### config.mk
export PLATFORM = sky130hd
export DESIGN_NAME = rc4_ksa_engine_flat
export DESIGN_NICKNAME = d
export VERILOG_FILES = /design/src/rtl/rc4_ksa_engine_if.sv /design/src/rtl/rc4_ksa_engine.sv /design/src/flat_wrapper.sv
export SDC_FILE = /design/constraint.sdc
export NUM_CORES = 1
export LEC_CHECK = 0
export ABC_AREA = 1
export BUFFER_PORTS_ARGS = -buffer_cell sky130_fd_sc_hd__clkbuf_2
export CORE_UTILIZATION = 45
export CTS_CLUSTER_DIAMETER = 150
export CTS_CLUSTER_SIZE = 24
export DETAILED_ROUTE_END_ITERATION = 10
export PLACE_DENSITY = 0.68
export SKIP_LAST_GASP = 1
export SYNTH_ARGS = -nofsm -noshare
export SYNTH_HDL_FRONTEND = slang
export SYNTH_SLANG_ARGS = --single-unit
### constraint.sdc
create_clock -name clk -period 4.7 [get_ports clk]
set_clock_uncertainty 0.05 [all_clocks]
set_input_delay 0.235 -clock clk [delete_from_list [all_inputs] [get_ports clk]]
set_output_delay 0.235 -clock clk [all_outputs]
set_load 0.02 [all_outputs]
### src/rtl/rc4_ksa_engine_if.sv
// Control handshake and S-RAM port bundle for rc4_ksa_engine.
// cycle_count exists only when RC4_KSA_PERF_CNT_EN is defined.
interface rc4_ksa_engine_if #(
  parameter int DATA_WIDTH = 8,
  parameter int KEY_BYTES  = 3
);
  logic                    start;
  logic                    init_only;
  logic [KEY_BYTES*8-1:0]  key;
  logic                    busy;
  logic                    done;
  logic                    wren;
  logic [DATA_WIDTH-1:0]   address;
  logic [DATA_WIDTH-1:0]   data;
  logic [DATA_WIDTH-1:0]   q;
`ifdef RC4_KSA_PERF_CNT_EN
  logic [31:0]             cycle_count;

  modport master (output start, init_only, key, q,
                  input  busy, done, wren, address, data, cycle_count);
  modport slave  (input  start, init_only, key, q,
                  output busy, done, wren, address, data, cycle_count);
`else
  modport master (output start, init_only, key, q,
                  input  busy, done, wren, address, data);
  modport slave  (input  start, init_only, key, q,
                  output busy, done, wren, address, data);
`endif
endinterface

### src/rtl/rc4_ksa_engine.sv
// RC4 key-scheduling engine (init + shuffle) driving an external single-port S RAM.
// Define RC4_KSA_PERF_CNT_EN to add the saturating busy-cycle counter cycle_count.
module rc4_ksa_engine #(
  parameter int DATA_WIDTH   = 8,
  parameter int KEY_BYTES    = 3,
  parameter int READ_LATENCY = 1
) (
  input  logic            clk,
  input  logic            reset,
  rc4_ksa_engine_if.slave bus
);
  localparam int              KI_W     = (KEY_BYTES > 1) ? $clog2(KEY_BYTES) : 1;
  localparam logic [KI_W-1:0] KEY_LAST = KI_W'(KEY_BYTES - 1);
  localparam logic [1:0]      LAT_LAST = 2'(READ_LATENCY - 1);

  typedef enum logic [2:0] {IDLE, INIT, RD_I, RD_J, WR_I, WR_J, DONE} state_t;

  state_t                   state_q, state_d;
  logic [DATA_WIDTH-1:0]    i_q, i_d, j_q, j_d, si_q, si_d;
  logic [KI_W-1:0]          key_idx_q, key_idx_d;
  logic [1:0]               lat_q, lat_d;
  logic [KEY_BYTES-1:0][7:0] key_q, key_d;
  logic                     init_only_q, init_only_d;
  logic                     busy_q, busy_d, done_q, done_d, wren_q, wren_d;
  logic [DATA_WIDTH-1:0]    address_q, address_d, data_q, data_d;
  logic [7:0]               key_byte;
  logic                     i_last, lat_last;

  // Byte 0 of the key sits in the top byte lane.
  assign key_byte = key_q[KEY_LAST - key_idx_q];
  assign i_last   = (i_q == '1);
  assign lat_last = (lat_q == LAT_LAST);

  always_ff @(posedge clk or posedge reset) begin
    if (reset) state_q <= IDLE;
    else       state_q <= state_d;
  end

  always_comb begin
    state_d     = state_q;
    i_d         = i_q;
    j_d         = j_q;
    si_d        = si_q;
    key_idx_d   = key_idx_q;
    lat_d       = lat_q;
    key_d       = key_q;
    init_only_d = init_only_q;
    case (state_q)
      IDLE: if (bus.start) begin
        key_d       = bus.key;
        init_only_d = bus.init_only;
        i_d         = '0;
        j_d         = '0;
        key_idx_d   = '0;
        state_d     = INIT;
      end
      // i doubles as the init write counter and wraps to 0 for the shuffle.
      INIT: begin
        i_d   = i_q + 1'b1;
        lat_d = '0;
        if (i_last) state_d = init_only_q ? DONE : RD_I;
      end
      RD_I: if (lat_last) begin
        si_d    = bus.q;
        j_d     = j_q + bus.q + DATA_WIDTH'(key_byte);
        lat_d   = '0;
        state_d = RD_J;
      end else lat_d = lat_q + 1'b1;
      RD_J: if (lat_last) state_d = WR_I;
            else          lat_d   = lat_q + 1'b1;
      WR_I: state_d = WR_J;
      WR_J: begin
        i_d       = i_q + 1'b1;
        key_idx_d = (key_idx_q == KEY_LAST) ? '0 : key_idx_q + 1'b1;
        lat_d     = '0;
        state_d   = i_last ? DONE : RD_I;
      end
      DONE:    state_d = IDLE;
      default: state_d = IDLE;
    endcase
  end

  // Outputs are decoded from next-cycle values so every port comes straight off a flop.
  always_comb begin
    busy_d    = 1'b0;
    done_d    = 1'b0;
    wren_d    = 1'b0;
    address_d = address_q;
    data_d    = data_q;
    case (state_d)
      INIT: begin busy_d = 1'b1; wren_d = 1'b1; address_d = i_d; data_d = i_d; end
      RD_I: begin busy_d = 1'b1; address_d = i_d; end
      RD_J: begin busy_d = 1'b1; address_d = j_d; end
      WR_I: begin busy_d = 1'b1; wren_d = 1'b1; address_d = i_d; data_d = bus.q; end
      WR_J: begin busy_d = 1'b1; wren_d = 1'b1; address_d = j_d; data_d = si_d; end
      DONE: done_d = 1'b1;
      default: ;
    endcase
  end

  always_ff @(posedge clk or posedge reset) begin
    if (reset) begin
      i_q         <= '0;
      j_q         <= '0;
      si_q        <= '0;
      key_idx_q   <= '0;
      lat_q       <= '0;
      key_q       <= '0;
      init_only_q <= 1'b0;
      busy_q      <= 1'b0;
      done_q      <= 1'b0;
      wren_q      <= 1'b0;
      address_q   <= '0;
      data_q      <= '0;
    end else begin
      i_q         <= i_d;
      j_q         <= j_d;
      si_q        <= si_d;
      key_idx_q   <= key_idx_d;
      lat_q       <= lat_d;
      key_q       <= key_d;
      init_only_q <= init_only_d;
      busy_q      <= busy_d;
      done_q      <= done_d;
      wren_q      <= wren_d;
      address_q   <= address_d;
      data_q      <= data_d;
    end
  end

  assign bus.busy    = busy_q;
  assign bus.done    = done_q;
  assign bus.wren    = wren_q;
  assign bus.address = address_q;
  assign bus.data    = data_q;

`ifdef RC4_KSA_PERF_CNT_EN
  logic [31:0] cycle_count_q, cycle_count_d;

  always_comb begin
    cycle_count_d = cycle_count_q;
    if (state_q == IDLE && bus.start)          cycle_count_d = '0;
    else if (busy_q && cycle_count_q != '1)    cycle_count_d = cycle_count_q + 1'b1;
  end

  always_ff @(posedge clk or posedge reset) begin
    if (reset) cycle_count_q <= '0;
    else       cycle_count_q <= cycle_count_d;
  end

  assign bus.cycle_count = cycle_count_q;
`endif
endmodule

### src/flat_wrapper.sv
// flat-port wrapper written by rule: the top's interface ports become plain ports
module rc4_ksa_engine_flat 
#(
  parameter int DATA_WIDTH   = 8,
  parameter int KEY_BYTES    = 3,
  parameter int READ_LATENCY = 1
)
  (clk, reset, bus_start, bus_init_only, bus_key, bus_q, bus_busy, bus_done, bus_wren, bus_address, bus_data);
  rc4_ksa_engine_if #(.DATA_WIDTH(DATA_WIDTH), .KEY_BYTES(KEY_BYTES)) bus_i ();
  input  logic clk;
  input  logic reset;
  input wire logic [$bits(bus_i.start)-1:0] bus_start;
  input wire logic [$bits(bus_i.init_only)-1:0] bus_init_only;
  input wire logic [$bits(bus_i.key)-1:0] bus_key;
  input wire logic [$bits(bus_i.q)-1:0] bus_q;
  output wire logic [$bits(bus_i.busy)-1:0] bus_busy;
  output wire logic [$bits(bus_i.done)-1:0] bus_done;
  output wire logic [$bits(bus_i.wren)-1:0] bus_wren;
  output wire logic [$bits(bus_i.address)-1:0] bus_address;
  output wire logic [$bits(bus_i.data)-1:0] bus_data;
  assign bus_i.start = bus_start;
  assign bus_i.init_only = bus_init_only;
  assign bus_i.key = bus_key;
  assign bus_i.q = bus_q;
  assign bus_busy = bus_i.busy;
  assign bus_done = bus_i.done;
  assign bus_wren = bus_i.wren;
  assign bus_address = bus_i.address;
  assign bus_data = bus_i.data;
  rc4_ksa_engine #(.DATA_WIDTH(DATA_WIDTH), .KEY_BYTES(KEY_BYTES), .READ_LATENCY(READ_LATENCY)) u_core (.clk(clk), .reset(reset), .bus(bus_i));
endmodule
# [Yosys cells after proc, flatten, opt, wreduce, memory -nomap -nowiden]
# Cells that the tools add are included.
[word_totals] reg_bits=75 output_inout_bits=19 wordCells=78
[classes] addsub=6 order_cmp=1 eq_ne=15 muxes=27 reduce_logical=14
[ops] op="two-way mux 8 bit" count=6
[ops] op="one-hot mux 8 bit (2 select lines)" count=3
[ops] op="one-hot mux 8 bit (3 select lines)" count=1
[ops] op="two-way mux 3 bit" count=6
[ops] op="one-hot mux 3 bit (6 select lines)" count=1
[ops] op="adder 8 bit" count=2
[ops] op="binary-select mux 8 bit (select 2 bit)" count=1
[ops] op="== test 3 bit (second input constant)" count=5
[ops] op="== test 3 x 2 -> 1 bit (second input constant)" count=4
[ops] op="adder 8 x 1 -> 8 bit (second input constant)" count=1
[ops] op="== test 8 bit (second input constant)" count=1
[ops] op="two-way mux 2 bit" count=4
[ops] op="== test 3 x 1 -> 1 bit (second input constant)" count=2
[ops] op="one-hot mux 2 bit (3 select lines)" count=1
[ops] op="AND reduction 2 bit" count=3
[ops] op="nonzero test 3 bit" count=2
[ops] op="OR reduction 3 bit" count=2
[ops] op="OR reduction 5 bit" count=1
[ops] op="adder 2 x 1 -> 2 bit (second input constant)" count=2
[ops] op="inequality test 2 bit (second input constant)" count=2
[ops] op="one-hot mux 2 bit (2 select lines)" count=1
[ops] op="nonzero test 2 bit" count=2
[ops] op="OR reduction 2 bit" count=2
[ops] op="logical NOT 3 bit" count=1
[ops] op="5 further kinds" count=7

# [Longest topological paths before layout]
# Gate-level depths: netlist (run 1).
[depth] word_depth=7 ltp_mapped=23 ltp_nobuf=21

# [Worst setup path after synthesis (run 1)]
# OpenSTA, ideal clock, no wires.
[synth_timing] path_kind="register -> register" from="reg u_core.key_idx_q[0]" to="reg u_core.address_q[7] (netlist: u_core.bus.address[7])" setup_ps=116 t_arrival_ps=3210 required_time_ps=4534 path_slack_ps=1323 path_stages_with_launch=22 path_buffers=2 period_less_slack_ps=3377 cell_sequence="dfrtp_1 > clkbuf_2 > inv_1 > buf_2 > ha_1 > inv_1 > nand2_1 > inv_1 > a21oi_1 > fa_1 > inv_1 > ha_1 > inv_1 > fa_1 > nor3_1 > nor2_1 > nand3_1 > nand3_1 > nand2_1 > nand3_1 > nand2_1 > nand2_1"
[synth_between] elab_chain_len=7
[synth_rtl] item="from (decl)" line="rc4_ksa_engine.sv:20" text="logic [KI_W-1:0] key_idx_q, key_idx_d;"
[synth_rtl] item="from (signal assigned)" line="rc4_ksa_engine.sv:119" text="key_idx_q <= key_idx_d;"
[synth_rtl] item="subtractor 2 bit" line="rc4_ksa_engine.sv:30" text="assign key_byte = key_q[KEY_LAST - key_idx_q];"
[synth_rtl] item="binary-select mux 8 bit (select 2 bit)" line="rc4_ksa_engine.sv:30"
[synth_rtl] item="two-way mux 8 bit (implied by the code)" line="rc4_ksa_engine.sv:30"
[synth_rtl] item="adder 8 bit" line="rc4_ksa_engine.sv:65" text="j_d = j_q + bus.q + DATA_WIDTH'(key_byte);"
[synth_rtl] item="two-way mux 8 bit" line="rc4_ksa_engine.sv:63" text="RD_I: if (lat_last) begin"
[synth_rtl] item="one-hot mux 8 bit (2 select lines)" line="rc4_ksa_engine.sv:48" text="case (state_q)"
[synth_rtl] item="one-hot mux 8 bit (2 select lines)" line="rc4_ksa_engine.sv:90" text="case (state_d)"
[synth_rtl] item="to (signal assigned)" line="rc4_ksa_engine.sv:126" text="address_q <= address_d;"
[synth_rtl] item="to (decl)" line="rc4_ksa_engine.sv:25" text="logic [DATA_WIDTH-1:0] address_q, address_d, data_q, data_d;"
# No other way between the ends. The select of a mux whose other input is x is not followed.
# A chain may end at the register's enable or synchronous reset.

# [Final worst setup path (run 1)]
# Ends and elaborated chain as after synthesis.

==> results by stage, run 1 <==
Critical path:
- The worst register-to-register path ends at u_core.bus.address[7].
- The data arrival time of the worst path is 3.94 ns.
- Together, buffers and inverters on the worst path number 5.
- By instance count, the cell type seen most on the critical path is sky130_fd_sc_hd__inv_1.
- The required time reported for the critical path endpoint is 4.89 ns.
- The maximum fanout encountered on the critical timing path is 11.
- The critical path start-end classification is flip-flop to flip-flop.
- On the worst path, the slowest cell contributes a delay of between 0.4 and 0.5 ns.
- The signal on the critical path passes through inv_1, ha_1, inv_1, nand2_1, inv_1, a21oi_1, fa_1, inv_1, ha_1, inv_1, fa_1, nor3_1, nor2_1, nand3_1, nand3_1, nand2_1, nand3_1, nand2_1, nand2_1.
- The endpoint class of the critical path is a flip-flop.
- On the critical path the largest part of the delay comes from adder cells.
- The depth of the worst register-to-register path is 19.
- Across all register-to-register paths, the minimum setup slack is 0.95 ns.
- The worst setup path is launched from a flip-flop.
- The launch point of the worst reg-to-reg path is u_core.key_idx_q[0].
- The worst-path cell with the longest stage delay is sky130_fd_sc_hd__dfrtp_1.

STA:
- For the pin with the worst max-slew slack, the measured transition is 1.03 ns.
- The number of max-slew violations in the final report is 0.
- Setup violations remaining at the end of the flow were counted as 0.
- Setup repair after global routing left no endpoint under its margin.
- After layout, the worst setup slack is ~0.95 ns.
- Based on the critical path, the design can be clocked at up to between 200 and 300 MHz.
- Of the available clock period, the critical path in the final layout requires 0.797.
- The total count of hold-check failures in the final report was 0.
- Across all hold checks on the routed design, the worst slack comes to ~0.027 ns.
- The headroom to the max-slew limit is 0.312.
- Counting I/O delays and the setup requirement, the final critical path takes approximately 3.7 ns.
- The setup TNS after final layout is 0 ns.

Layout:
- The most frequent standard cell in the layout excluding fill and tap cells is sky130_fd_sc_hd__nand2_1.
- The fraction of layout cells with a size suffix above 1 is 0.175.
- For this run, the post-layout net count is 628.
- The area growth from synthesis to layout is 13.0%.
- The number of fillers in the final layout is 856.
- The final cell area excluding filler cells is roughly 4700 sq um.
- 0 antenna diodes ended up in the layout.
- Leaving out fill and tap cells, the most frequent cells in the layout are sky130_fd_sc_hd__nand2_1 (185), sky130_fd_sc_hd__dfrtp_1 (75), sky130_fd_sc_hd__inv_1 (57).

Floorplanning:
- The region available for standard cell placement spans 8810 sq um.
- The overall die width is a little under 100 um.
- The overall die height is just under 100 um.
- In this run the count of I/O pins placed on the die edge is 55.
- The area enclosed by the die boundary is 9560 sq um.
- The initial core utilization is 0.469.
- The cell row count is 34.

Logic synthesis:
- The synthesized area is 4130 sq um.
- The fraction of synthesized area in multiplexers is 0.00243.
- Summed over all instances, the cell type with the most area after synthesis is sky130_fd_sc_hd__dfrtp_1.
- The number of different library cells used by synthesis comes to 37.
- The share of synthesized area in the top cell type comes to 0.455.
- The share of the Yosys chip area taken by registers is 0.455.
- The adder-cell share of the synthesized area is 0.0722.
- The number of synthesis warnings is 0.
- Of the total synthesized cell area, the portion taken by XOR and XNOR cells is 0.
- Synthesis produced ~520 cells.
- The simple-gate area share of the yosys netlist is 0.285.
- By area, the combinational part of the netlist is dominated by simple AND/OR/NAND/NOR gates.
- After synthesis, the cell types taking the most area are sky130_fd_sc_hd__dfrtp_1 (45%), sky130_fd_sc_hd__nand2_1 (17%), sky130_fd_sc_hd__inv_1 (5.3%), sky130_fd_sc_hd__o21ai_0 (4.9%), sky130_fd_sc_hd__fa_1 (3.9%).
- The compound-cell area share of the yosys netlist is 0.107.
- The post-synthesis net count is 574.
- After synthesis, the mean cell area works out to approximately 8 sq um.
- The synthesized design contains 75 register bits.

Run:
- Max-cap violations in this run came to 0.

Global routing:
- The maximum number of pins on one net before global-route repair is just over 50.
- The number of global-route vias before repair is 3528.
- The number of antenna violations at the first check in global routing was 0.
- Global routing finished with a remaining overflow of 0.
- In the global route stage, overall resource usage came out at 0.228.
- The first global-routing pass estimated 17.0 mm of wire.

Placed design:
- The count of buffers added on input and output ports is 54.
- The placer's final routability congestion estimate is approximately 0.9.
- At the placement stage, the worst setup path has a slack of 1.01 ns.
- Once detailed placement completed, the half-perimeter wirelength came to between 7 and 8 mm.
- After detailed placement, the total cell area comes to approximately 4500 sq um.

Power and ir drop:
- Cell internal power was estimated by the tool at around 0.00094 W.
- The sequential share of power is 0.530.
- The share of total power dissipated in the clock network is 0.415.
- In this run the power density over the cells is around 260 nW/um^2.
- Of the total power, combinational logic draws 0.055.
- Of the total power, the share spent switching nets is 0.230.
- Summed over all cells, the static leakage comes to 2.49 nW.
- The worst vdd rail ir drop is around 190 uV.
- Summed over all nets, the switching power comes to roughly 0.00028 W.

Worst hold path:
- For hold timing, the worst endpoint is u_core.key_q[9].
- The startpoint of the worst hold path is bus_key[9].
- The hold path depth is 3.
- The type of the worst min-delay path is input pin to flip-flop.

Drt:
- After detailed routing, the number of vias per cell comes to a little over 5.
- The number of DRC violations after detailed routing is 2.
- The total wire length is ~9.7 mm.
- The detail route stage leaves a number of antenna-violating nets equal to 0.
- After detailed routing, the average wire length per cell comes to roughly 14 um.
- The final route contains between 3000 and 4000 vias.
- The iteration-0 DRC count of the detailed router is 139.
- The detailed-router iteration count before antenna repair is 7.

CTS:
- In this run, post-CTS hold repair placed 0 buffers.
- The number of buffers created by CTS is 9.
- The tree is rooted in a sky130_fd_sc_hd__clkbuf_8.
- The number of buffers added for setup after CTS is 0.
- TritonCTS built the clock tree.
- The H-tree was split into 3 levels.
- The quantity of gates resized following cts is 0.
- The clock latency on the worst-skew pair is around 0.35 ns.
- The clock slew at the register clock pins of the worst setup and hold paths is 0.08 ns.
- For this design, the sink count on the clock tree is between 70 and 80.
- In this run the deepest clock path goes through 2 buffers.

Outcome:
- The flow ran to the end, but the final reports show violations.
- The checks that failed: DRC.
## logic make-up after synthesis
logic type | after synthesis
flip-flops | 75
AO/OA/AOI/OAI | 75
AND/OR/NAND/NOR | 271
buffers and inverters | 78
adder cells (fa/ha/maj) | 19
multiplexers | 1
## worst reg2reg max path, stage by stage (launching register included)
cell                      delay, ns
sky130_fd_sc_hd__dfrtp_1       0.49
sky130_fd_sc_hd__inv_1         0.22
sky130_fd_sc_hd__ha_1          0.46
sky130_fd_sc_hd__inv_1         0.09
sky130_fd_sc_hd__nand2_1       0.18
sky130_fd_sc_hd__inv_1         0.10
sky130_fd_sc_hd__a21oi_1       0.18
sky130_fd_sc_hd__fa_1          0.42
sky130_fd_sc_hd__inv_1         0.07
sky130_fd_sc_hd__ha_1          0.18
sky130_fd_sc_hd__inv_1         0.07
sky130_fd_sc_hd__fa_1          0.42
sky130_fd_sc_hd__nor3_1        0.21
sky130_fd_sc_hd__nor2_1        0.08
sky130_fd_sc_hd__nand3_1       0.08
sky130_fd_sc_hd__nand3_1       0.07
sky130_fd_sc_hd__nand2_1       0.10
sky130_fd_sc_hd__nand3_1       0.07
sky130_fd_sc_hd__nand2_1       0.06
sky130_fd_sc_hd__nand2_1       0.04
## flip-flops by register name, indices dropped and copies added (netlist names), 2 cells and up
register,count
u_core.key_q,24
u_core.i_q,8
u_core.j_q,8
u_core.key_idx_q,2
u_core.si_q,8
u_core.state_q,3
u_core.bus.data,8
u_core.lat_q,2
u_core.bus.address,8
## layout make-up
type                            instances  area (sq um)  share of cell area
Timing Repair Buffer                   55           278              0.0595
Sequential cell                        75          1880               0.402
Inverter                               66           248              0.0531
Tap cell                              108           135              0.0290
Clock buffer                           11           151              0.0325
Clock inverter                          4          50.0              0.0107
Multi-Input combinational cell        366          1930               0.413
## layer usage
layer	up-vias	part of all wire	track usage
met1	1645	0.48	0.305
met4	0	0.0083	0.0699
li1	1763	-	-
met3	7	0.028	0.0444
met2	50	0.49	0.377
met5	-	0	0
## through the flow
stage | power (W) | utilization | instances
after detailed placement | 0.000729 | 0.507 | 670
after CTS | 0.00124 | 0.530 | 685
final | 0.00122 | 0.530 | 685
after global routing | 0.00128 | 0.530 | 685
after global placement | 0.000728 | 0.507 | 670
after floorplan | 0.000699 | - | 519
## power by group through the flow
stage               Clock [W]  Combinational [W]  Sequential, W
floorplan                   0          0.0000383       0.000660
global placement            0          0.0000674       0.000661
detailed placement          0          0.0000687       0.000661
CTS                  0.000519          0.0000687       0.000648
global route         0.000550          0.0000795       0.000648
finish               0.000508          0.0000672       0.000648
## how the worst max path moves through the flow
stage	startpoint	to	slack [ns]	cells after the start
2_1_floorplan	u_core.key_idx_q[0]	u_core.bus.address[7]	1.32	21
3_3_place_gp	u_core.key_idx_q[0]	u_core.bus.address[7]	1.15	19
3_5_place_dp	u_core.key_idx_q[0]	u_core.bus.address[7]	1.01	19
4_1_cts	u_core.key_idx_q[0]	u_core.bus.address[7]	1.00	19
5_1_grt	u_core.key_idx_q[0]	u_core.bus.address[7]	0.59	19
6_report	u_core.key_idx_q[0]	u_core.bus.address[7]	0.95	19
## cell usage after synthesis
cell / number
sky130_fd_sc_hd__a41oi_1: 6
sky130_fd_sc_hd__buf_4: 1
sky130_fd_sc_hd__nor4_1: 1
sky130_fd_sc_hd__fa_1: 8
sky130_fd_sc_hd__nand3_2: 1
sky130_fd_sc_hd__a21oi_4: 1
sky130_fd_sc_hd__nor3_1: 3
sky130_fd_sc_hd__nor2_1: 28
sky130_fd_sc_hd__buf_6: 3
sky130_fd_sc_hd__o22ai_1: 5
sky130_fd_sc_hd__a22oi_1: 1
sky130_fd_sc_hd__clkinv_1: 1
sky130_fd_sc_hd__clkbuf_1: 4
sky130_fd_sc_hd__nor3_2: 1
sky130_fd_sc_hd__ha_1: 11
sky130_fd_sc_hd__nand2_2: 5
sky130_fd_sc_hd__nand3_4: 1
sky130_fd_sc_hd__o21bai_1: 1
sky130_fd_sc_hd__clkbuf_2: 1
sky130_fd_sc_hd__o211ai_1: 6
sky130_fd_sc_hd__inv_2: 7
sky130_fd_sc_hd__or2_2: 4
sky130_fd_sc_hd__inv_1: 58
sky130_fd_sc_hd__nand4_1: 7
sky130_fd_sc_hd__a32oi_1: 1
sky130_fd_sc_hd__dfrtp_1: 75
sky130_fd_sc_hd__o21a_1: 1
sky130_fd_sc_hd__nor2_2: 4
sky130_fd_sc_hd__nor2_4: 3
sky130_fd_sc_hd__nand3_1: 25
sky130_fd_sc_hd__buf_2: 3
sky130_fd_sc_hd__nand2_4: 3
sky130_fd_sc_hd__o21ai_0: 40
sky130_fd_sc_hd__o21ai_1: 4
sky130_fd_sc_hd__mux2i_1: 1
sky130_fd_sc_hd__a21oi_1: 9
sky130_fd_sc_hd__nand2_1: 185
Note: power is estimated with default switching activity, not from simulation.
==> run 2, diff against run 1 <==
==> constraint.sdc (replaced) <==
create_clock -name clk -period 3.6 [get_ports clk]
set_clock_uncertainty 0.05 [all_clocks]
set_input_delay 0.18 -clock clk [delete_from_list [all_inputs] [get_ports clk]]
set_output_delay 0.18 -clock clk [all_outputs]
set_load 0.02 [all_outputs]
==> results by stage, run 2 (synthesized netlist as in run 1, its figures left out) <==
Layout:
- u_core.key_q holds more flip-flops than any other register.
- The post-layout net count is 657 (+4.6%).
- The number of antenna repair diodes was 0 (unchanged).
- The flip-flop count of the largest register, all copies and words added is 24 (unchanged).
- The fraction of layout cells with a size suffix above 1 was 0.173 (-0.00178).
- Leaving out fill and tap cells, the most frequent cells in the layout are sky130_fd_sc_hd__nand2_1 (184), sky130_fd_sc_hd__dfrtp_1 (75), sky130_fd_sc_hd__inv_1 (57).
- The final cell area excluding filler cells is 4980 sq um (+6.9%).
- The number of fillers in the final layout was 799 (-6.7%).
- The area growth from synthesis to layout is 20.8%.
- The most frequent standard cell in the layout excluding fill and tap cells is sky130_fd_sc_hd__nand2_1.

STA:
- Setup repair after global routing left no endpoint under its margin.
- The shortest clock period the worst path allows after layout is 3.29 ns (-0.459 ns).
- The headroom to the max-slew limit was 0.468 (+0.156).
- The setup TNS after final layout is 0 ns (unchanged).
- The number of max-slew violations in the final report is 0 (unchanged).
- The measured slew at the worst slew-check pin came to 0.799 ns (-0.232 ns).
- The total count of hold-check failures in the final report is 0 (unchanged).
- The count of final setup violators is 0 (unchanged).
- The highest achievable clock rate is 304 MHz (+14%).
- The fraction of the cycle the final worst path needs was 0.913 (+0.116).

CTS:
- The number of buffers added for setup after CTS is 0 (unchanged).
- The deepest level of the CTS H-tree was 3 (unchanged).
- The number of buffers on the longest clock path came to 2 (unchanged).
- The count of clock tree sinks is 75 (unchanged).
- The CTS tree is yes.
- The library cell used as clock root buffer is sky130_fd_sc_hd__clkbuf_8.
- The number of buffers created by CTS was 9 (unchanged).
- The clock latency on the worst-skew pair was 0.35 ns (about the same).
- The clock slew at the register clock pins of the worst setup and hold paths was 0.08 ns (about the same).

Critical path:
- The worst-case register-to-register setup slack came to 0.31 ns (-0.64 ns).
- The stage delay of the slowest cell on the critical path was 0.41 ns (-0.08 ns).
- In this run the worst setup path begins at u_core.key_idx_q[0].
- The most frequent cell on the critical path is sky130_fd_sc_hd__inv_1.
- The worst path buffer plus inverter count is 5 (unchanged).
- The required time reported for the critical path endpoint is 3.80 ns (-1.09 ns).
- The endpoint identified for the worst register-to-register timing path is u_core.bus.address[7].
- The depth of the worst register-to-register path is 19 (unchanged).
- STA classifies the critical path endpoint as a flip-flop.
- The signal on the critical path passes through inv_1, ha_2, inv_1, nand2_2, inv_1, a21oi_2, fa_1, inv_1, ha_1, inv_1, fa_1, nor3_1, nor2_1, nand3_1, nand3_1, nand2_1, nand3_1, nand2_1, nand2_1.
- Broken down by cell family, the worst path's largest delay share belongs to adder cells.
- The data arrival time of the worst path is 3.49 ns (-0.45 ns).
- The maximum fanout encountered on the critical timing path is 9 (-2).
- The launch point of the worst reg-to-reg path is u_core.key_idx_q[0].
- The largest individual stage delay along the critical path comes from the cell sky130_fd_sc_hd__fa_1.
- The worst setup path is launched from a flip-flop.
- By startpoint and endpoint, the worst setup path is classified as flip-flop to flip-flop.

Drt:
- The number of DRC violations after detailed routing is 2 (unchanged).
- The detailed-router iteration count before antenna repair was 8 (+1).
- The ratio of routed vias to standard cells is 5.12 (+1.3%).
- The number of vias after detailed routing is 3657 (+5.5%).
- The wire length per cell after detailed routing is 14.2 um (+0.77%).
- The iteration-0 DRC count of the detailed router is 122 (-12%).
- The total wire length is 10.2 mm (+5.0%).
- The number of nets with antenna violations after routing is 0 (unchanged).

Global routing:
- The number of antenna violations at the first check in global routing is 0 (unchanged).
- The number of global-route vias before repair is 3795 (+7.6%).
- The maximum number of pins on one net before global-route repair is 63 (+24%).
- The combined global-route utilization of all metal layers is 0.234 (+0.00588).
- The overflow left after global routing is 0 (unchanged).
- The first-pass GRT wire length came to 17.6 mm (+3.2%).

Placed design:
- The detailed placer's ending HPWL is 7.47 mm (-0.13%).
- The placer's final routability congestion estimate was 0.920 (+0.49%).
- The number of buffers added on ports is 54 (unchanged).
- The cell area reported after detailed placement came to 4490 sq um (+0.50%).

Power and ir drop:
- The sequential share of power was 0.487 (-0.043).
- The static power due to leakage is 2.63 nW (+5.6%).
- The combinational power share is 0.064 (+0.009).
- The power share of the clock group is 0.448 (+0.033).
- The switching fraction of total power is 0.219 (-0.0106).
- The net switching power is 0.000380 W (+35%).
- The design internal power came to 0.00136 W (+44%).
- The power density over the cells was 348 nW/um^2 (+33%).
- The worst vdd rail ir drop is 194 uV (+4.6%).

Outcome:
- The flow ran to the end, but the final reports show violations.
- The final reports fail on DRC.

Worst hold path:
- The hold path depth is 3 (unchanged).
- The sink of the worst hold path is u_core.bus.data[1].
- The startpoint of the worst hold path is bus_q[1].
- The type of the worst min-delay path is input pin to flip-flop.

Floorplanning:
- The overall die width came to 97.8 um (unchanged).
- The area enclosed by the die boundary is 9560 sq um (unchanged).
- The overall die height came to 97.8 um (unchanged).
- The cell row count is 34 (unchanged).
- The area of the core is 8810 sq um (unchanged).
- The initial core utilization was 0.469 (unchanged).
- The number of placed I/O pins is 55 (unchanged).

Run:
- The number of maximum-capacitance constraint violations is 0 (unchanged).
-- run 2: changes by cell type in the layout (fill, tap and decap cells not counted), sizes merged --
| cell | before | now |
|---|---|---|
| bufinv | 1 | 3 |
| clkinvlp | 2 | 0 |
| clkinv | 2 | 1 |
| buf | 1 | 4 |
| dlygate4sd3 | 0 | 26 |
| inv | 65 | 66 |
-- run 2: cell type report --
type	count	area, sq um	area share
Multi-Input combinational cell	366	1930	0.388
Sequential cell	75	1880	0.377
Timing Repair Buffer	84	561	0.112
Inverter	66	248	0.0497
Tap cell	108	135	0.0271
Clock buffer	11	131	0.0264
Clock inverter	4	98.8	0.0198
-- run 2: worst max path at each step --
stage	to	slack [ns]	cells after the start
after floorplan	u_core.bus.address[7]	0.22	21
after global placement	u_core.bus.address[7]	0.30	19
after detailed placement	u_core.bus.address[7]	0.18	19
after CTS	u_core.bus.address[7]	0.18	19
after global routing	u_core.bus.address[7]	0.008	19
final	u_core.bus.address[7]	0.31	19
-- run 2: tightest hold or removal path, delay by kind of cell --
kind | cells | cell delay (ns)
compound gates | 1 | 0.12
buf+inv | 1 | 0.09
simple gates | 1 | 0.06
-- run 2: per-stage QoR --
stage	util	setup slack (ns)	hold slack [ns]	total power, W	instances
finish	0.566	0.312	0.0847	0.00174	714
global placement	0.509	0.302	0.0804	0.000951	673
detailed placement	0.509	0.180	0.0874	0.000953	673
floorplan	-	0.223	0.240	0.000912	519
CTS	0.565	0.176	0.0778	0.00175	714
global route	0.566	0.00839	0.0814	0.00179	714
-- run 2: metal layers --
layer / track usage / wire length, um / vias up
li1: - / - / 1839
met1: 0.302 / 4620 / 1727
met2: 0.388 / 5020 / 69
met3: 0.0415 / 273 / 22
met4: 0.100 / 244 / 0
met5: 0 / 0 / -
-- run 2: power groups by stage --
stage	clock network (W)	logic (W)	registers (W)
floorplan	0	0.0000500	0.000862
global placement	0	0.0000883	0.000863
detailed placement	0	0.0000901	0.000863
CTS	0.000789	0.000112	0.000846
global route	0.000817	0.000128	0.000846
finish	0.000778	0.000112	0.000846
-- run 2: timing repair --
action	CTS	global route
setup endpoints to repair	0	4
resized for setup	0	3
endpoints found under the hold margin	38	0
hold buffers	26	0
==> run 3, diff against run 2 <==
--- a/config.mk
+++ b/config.mk
@@ -11,7 +11,7 @@
 export CTS_CLUSTER_DIAMETER = 150
 export CTS_CLUSTER_SIZE = 24
 export DETAILED_ROUTE_END_ITERATION = 10
-export PLACE_DENSITY = 0.68
+export PLACE_DENSITY = 0.75
 export SKIP_LAST_GASP = 1
 export SYNTH_ARGS = -nofsm -noshare
 export SYNTH_HDL_FRONTEND = slang
==> constraint.sdc (replaced) <==
create_clock -name clk -period 2.97 [get_ports clk]
set_clock_uncertainty 0.05 [all_clocks]
set_input_delay 0.1485 -clock clk [delete_from_list [all_inputs] [get_ports clk]]
set_output_delay 0.1485 -clock clk [all_outputs]
set_load 0.02 [all_outputs]
==> results by stage, run 3 (synthesized netlist as in run 1, its figures left out) <==
Drt:
- The wire length per cell after detailed routing is 14.5 um (+2.0%).
- The total wire length was 10.4 mm (+2.7%).
- The number of nets with antenna violations after routing is 0 (unchanged).
- The number of vias after detailed routing was 3743 (+2.4%).
- The detailed-router iteration count before antenna repair came to 8 (unchanged).
- The ratio of routed vias to standard cells is 5.21 (+1.6%).
- The iteration-0 DRC count of the detailed router is 277 (+130%).
- The number of DRC violations after detailed routing is 6 (+4).

Placed design:
- The detailed placer's ending HPWL is 7.56 mm (+1.3%).
- The cell area reported after detailed placement is 4540 sq um (+1.2%).
- The placer's final routability congestion estimate is 0.878 (-4.6%).
- The number of buffers added on ports was 54 (unchanged).
- The number of placed cells counting well taps came to 675 (+0.30%).

Power and ir drop:
- The worst vdd rail ir drop is 284 uV (+46%).
- The static power due to leakage is 2.65 nW (+0.98%).
- The power density over the cells was 399 nW/um^2 (+15%).

STA:
- Setup repair after global routing could not meet its margin everywhere.
- The post-layout worst setup margin is -0.0506 ns (-0.362 ns).
- The total count of hold-check failures in the final report is 0 (unchanged).
- The highest achievable clock rate is 331 MHz (+8.9%).
- The measured slew at the worst slew-check pin is 0.643 ns (-0.156 ns).
- The headroom to the max-slew limit was 0.571 (+0.103).
- The count of final setup violators is 1 (+1).
- The number of max-slew violations in the final report is 0 (unchanged).
- The shortest clock period the worst path allows after layout is 3.02 ns (-0.268 ns).
- The fraction of the cycle the final worst path needs came to 1.02 (+0.104).

Critical path:
- The stage delay of the slowest cell on the critical path was 0.52 ns (+0.11 ns).
- The worst setup path is launched from a flip-flop.
- The data arrival time of the worst path is 3.21 ns (-0.28 ns).
- Walking the worst path, the cells encountered are inv_4, ha_4, inv_4, a21oi_2, a21oi_2, fa_1, inv_2, ha_4, inv_2, fa_2, inv_1, or2_2, a32oi_2, nand3_1, o211ai_1, nand2_1.
- The critical path start-end classification is flip-flop to flip-flop.
- The maximum fanout encountered on the critical timing path came to 7 (-2).
- The worst path buffer plus inverter count was 5 (unchanged).
- Broken down by cell family, the worst path's largest delay share belongs to adder cells.
- The required time reported for the critical path endpoint was 3.16 ns (-0.64 ns).
- The endpoint class of the critical path is a flip-flop.
- The worst-path cell with the longest stage delay is sky130_fd_sc_hd__fa_1.

Layout:
- The number of standard cells in the final layout excluding fillers is 719 (+0.70%).
- In the layout the commonest cells are sky130_fd_sc_hd__nand2_1 (184), sky130_fd_sc_hd__dfrtp_1 (75), sky130_fd_sc_hd__clkbuf_2 (54).
- The final cell area excluding filler cells was 5150 sq um (+3.3%).
- The post-layout net count is 662 (+0.76%).
- The fraction of layout cells with a size suffix above 1 is 0.219 (+0.0460).
- The share of the core filled with cells in the final layout is 0.585 (+0.0188).
- Leaving out fill and tap cells, the most frequent cell in the layout is sky130_fd_sc_hd__nand2_1.
- From synthesis to final layout, the design area changed by 24.8%.
- The register with the most flip-flops is u_core.key_q.
- The number of antenna repair diodes came to 0 (unchanged).
- The flip-flop count of the largest register, all copies and words added is 24 (unchanged).

Global routing:
- The combined global-route utilization of all metal layers is 0.232 (-0.00145).
- The first-pass GRT wire length was 17.4 mm (-0.90%).
- The number of antenna violations at the first check in global routing is 0 (unchanged).
- The overflow left after global routing came to 0 (unchanged).
- The number of global-route vias before repair is 3759 (-0.95%).
- The maximum number of pins on one net before global-route repair is 32 (-49%).

CTS:
- The clock latency on the worst-skew pair is 0.36 ns (about the same).
- The CTS tree is yes.
- The library cell used as clock root buffer is sky130_fd_sc_hd__clkbuf_8.
- The clock slew at the register clock pins of the worst setup and hold paths is 0.07 ns (about the same).
- The deepest level of the CTS H-tree is 3 (unchanged).
- The number of buffers on the longest clock path is 2 (unchanged).
- The count of clock tree sinks was 75 (unchanged).
- The number of buffers created by CTS is 9 (unchanged).

Floorplanning:
- The overall die height is 97.8 um (unchanged).
- The overall die width is 97.8 um (unchanged).
- The area of the core is 8810 sq um (unchanged).
- The number of placed I/O pins is 55 (unchanged).
- The initial core utilization was 0.469 (unchanged).
- The area enclosed by the die boundary came to 9560 sq um (unchanged).
- The cell row count is 34 (unchanged).

Outcome:
- The run finished, with violations left.
- The checks that failed: DRC, setup timing.

Worst hold path:
- The worst hold path belongs to the class input pin to flip-flop.

Run:
- The number of maximum-capacitance constraint violations is 0 (unchanged).
run 3: cell types whose count changed in the layout (fill, tap and decap cells not counted), sizes merged:
cell      before  now
buf            4    9
inv           66   65
clkinv         1    3
clkbuf        65   64
bufinv         3    2
clkinvlp       0    1
run 3: tightest hold or removal path, delay by kind of cell:
| kind | cells | cell delay (ns) |
|---|---|---|
| AO/OA/AOI/OAI | 1 | 0.11 |
| AND/OR/NAND/NOR | 1 | 0.07 |
| buffers and inverters | 1 | 0.10 |
run 3: where the power goes:
group	internal (W)	switching, W	leakage, nW
sequential	0.00102	0.00000251	0.892
clock	0.000489	0.000384	0.108
combinational	0.0000739	0.0000824	1.65
total	0.00159	0.000469	2.65
run 3: metrics by stage:
stage / hold WS (ns) / setup slack, ns / setup TNS, ns / power (W)
CTS: 0.0625 / 0.00324 / 0 / 0.00206
finish: 0.0828 / -0.0506 / -0.0506 / 0.00205
floorplan: 0.208 / -0.0677 / -0.191 / 0.00111
global placement: 0.136 / 0.0136 / 0 / 0.00115
global route: 0.0913 / -0.174 / -0.816 / 0.00214
detailed placement: 0.145 / -0.0579 / -0.154 / 0.00116
run 3: final cells by class:
cell class                 instances  area [sq um]
clock buffer                      10           138
clock inverter                     5          77.6
fill                             775          3660
inverter                          66           255
multi-input combinational        366          2070
sequential                        75          1880
tap                              108           135
timing repair buffer              89           602
run 3: path summary, 6_finish.rpt:
check,end,depth (start not counted),slack (ns),start
worst max-delay path,u_core.bus.address[3],16,-0.05,u_core.key_idx_q[0]
min in group asynchronous,u_core.init_only_q,3,0.30,reset
worst min-delay path,u_core.bus.data[1],3,0.08,bus_q[1]
worst min register to register,u_core.key_q[2],2,0.43,u_core.key_q[2]
worst max register to register,u_core.bus.address[3],16,-0.05,u_core.key_idx_q[0]
max in group asynchronous,u_core.si_q[2],4,1.84,reset
run 3: repair_timing:
item	4_1_cts	5_1_grt
hold endpoints to repair	47	0
hold buffers	26	0
resized for setup	8	16
endpoints found under the setup margin	4	9
pin swaps	1	18
setup buffers	1	2
run 3: per-layer routing:
| metal | routed length, um | vias up | track usage | part of all wire |
|---|---|---|---|---|
| li1 | - | 1838 | - | - |
| met1 | 4400 | 1775 | 0.292 | 0.42 |
| met2 | 5330 | 108 | 0.401 | 0.51 |
| met3 | 472 | 22 | 0.0458 | 0.045 |
| met4 | 226 | 0 | 0.0804 | 0.022 |
| met5 | 0 | - | 0 | 0 |
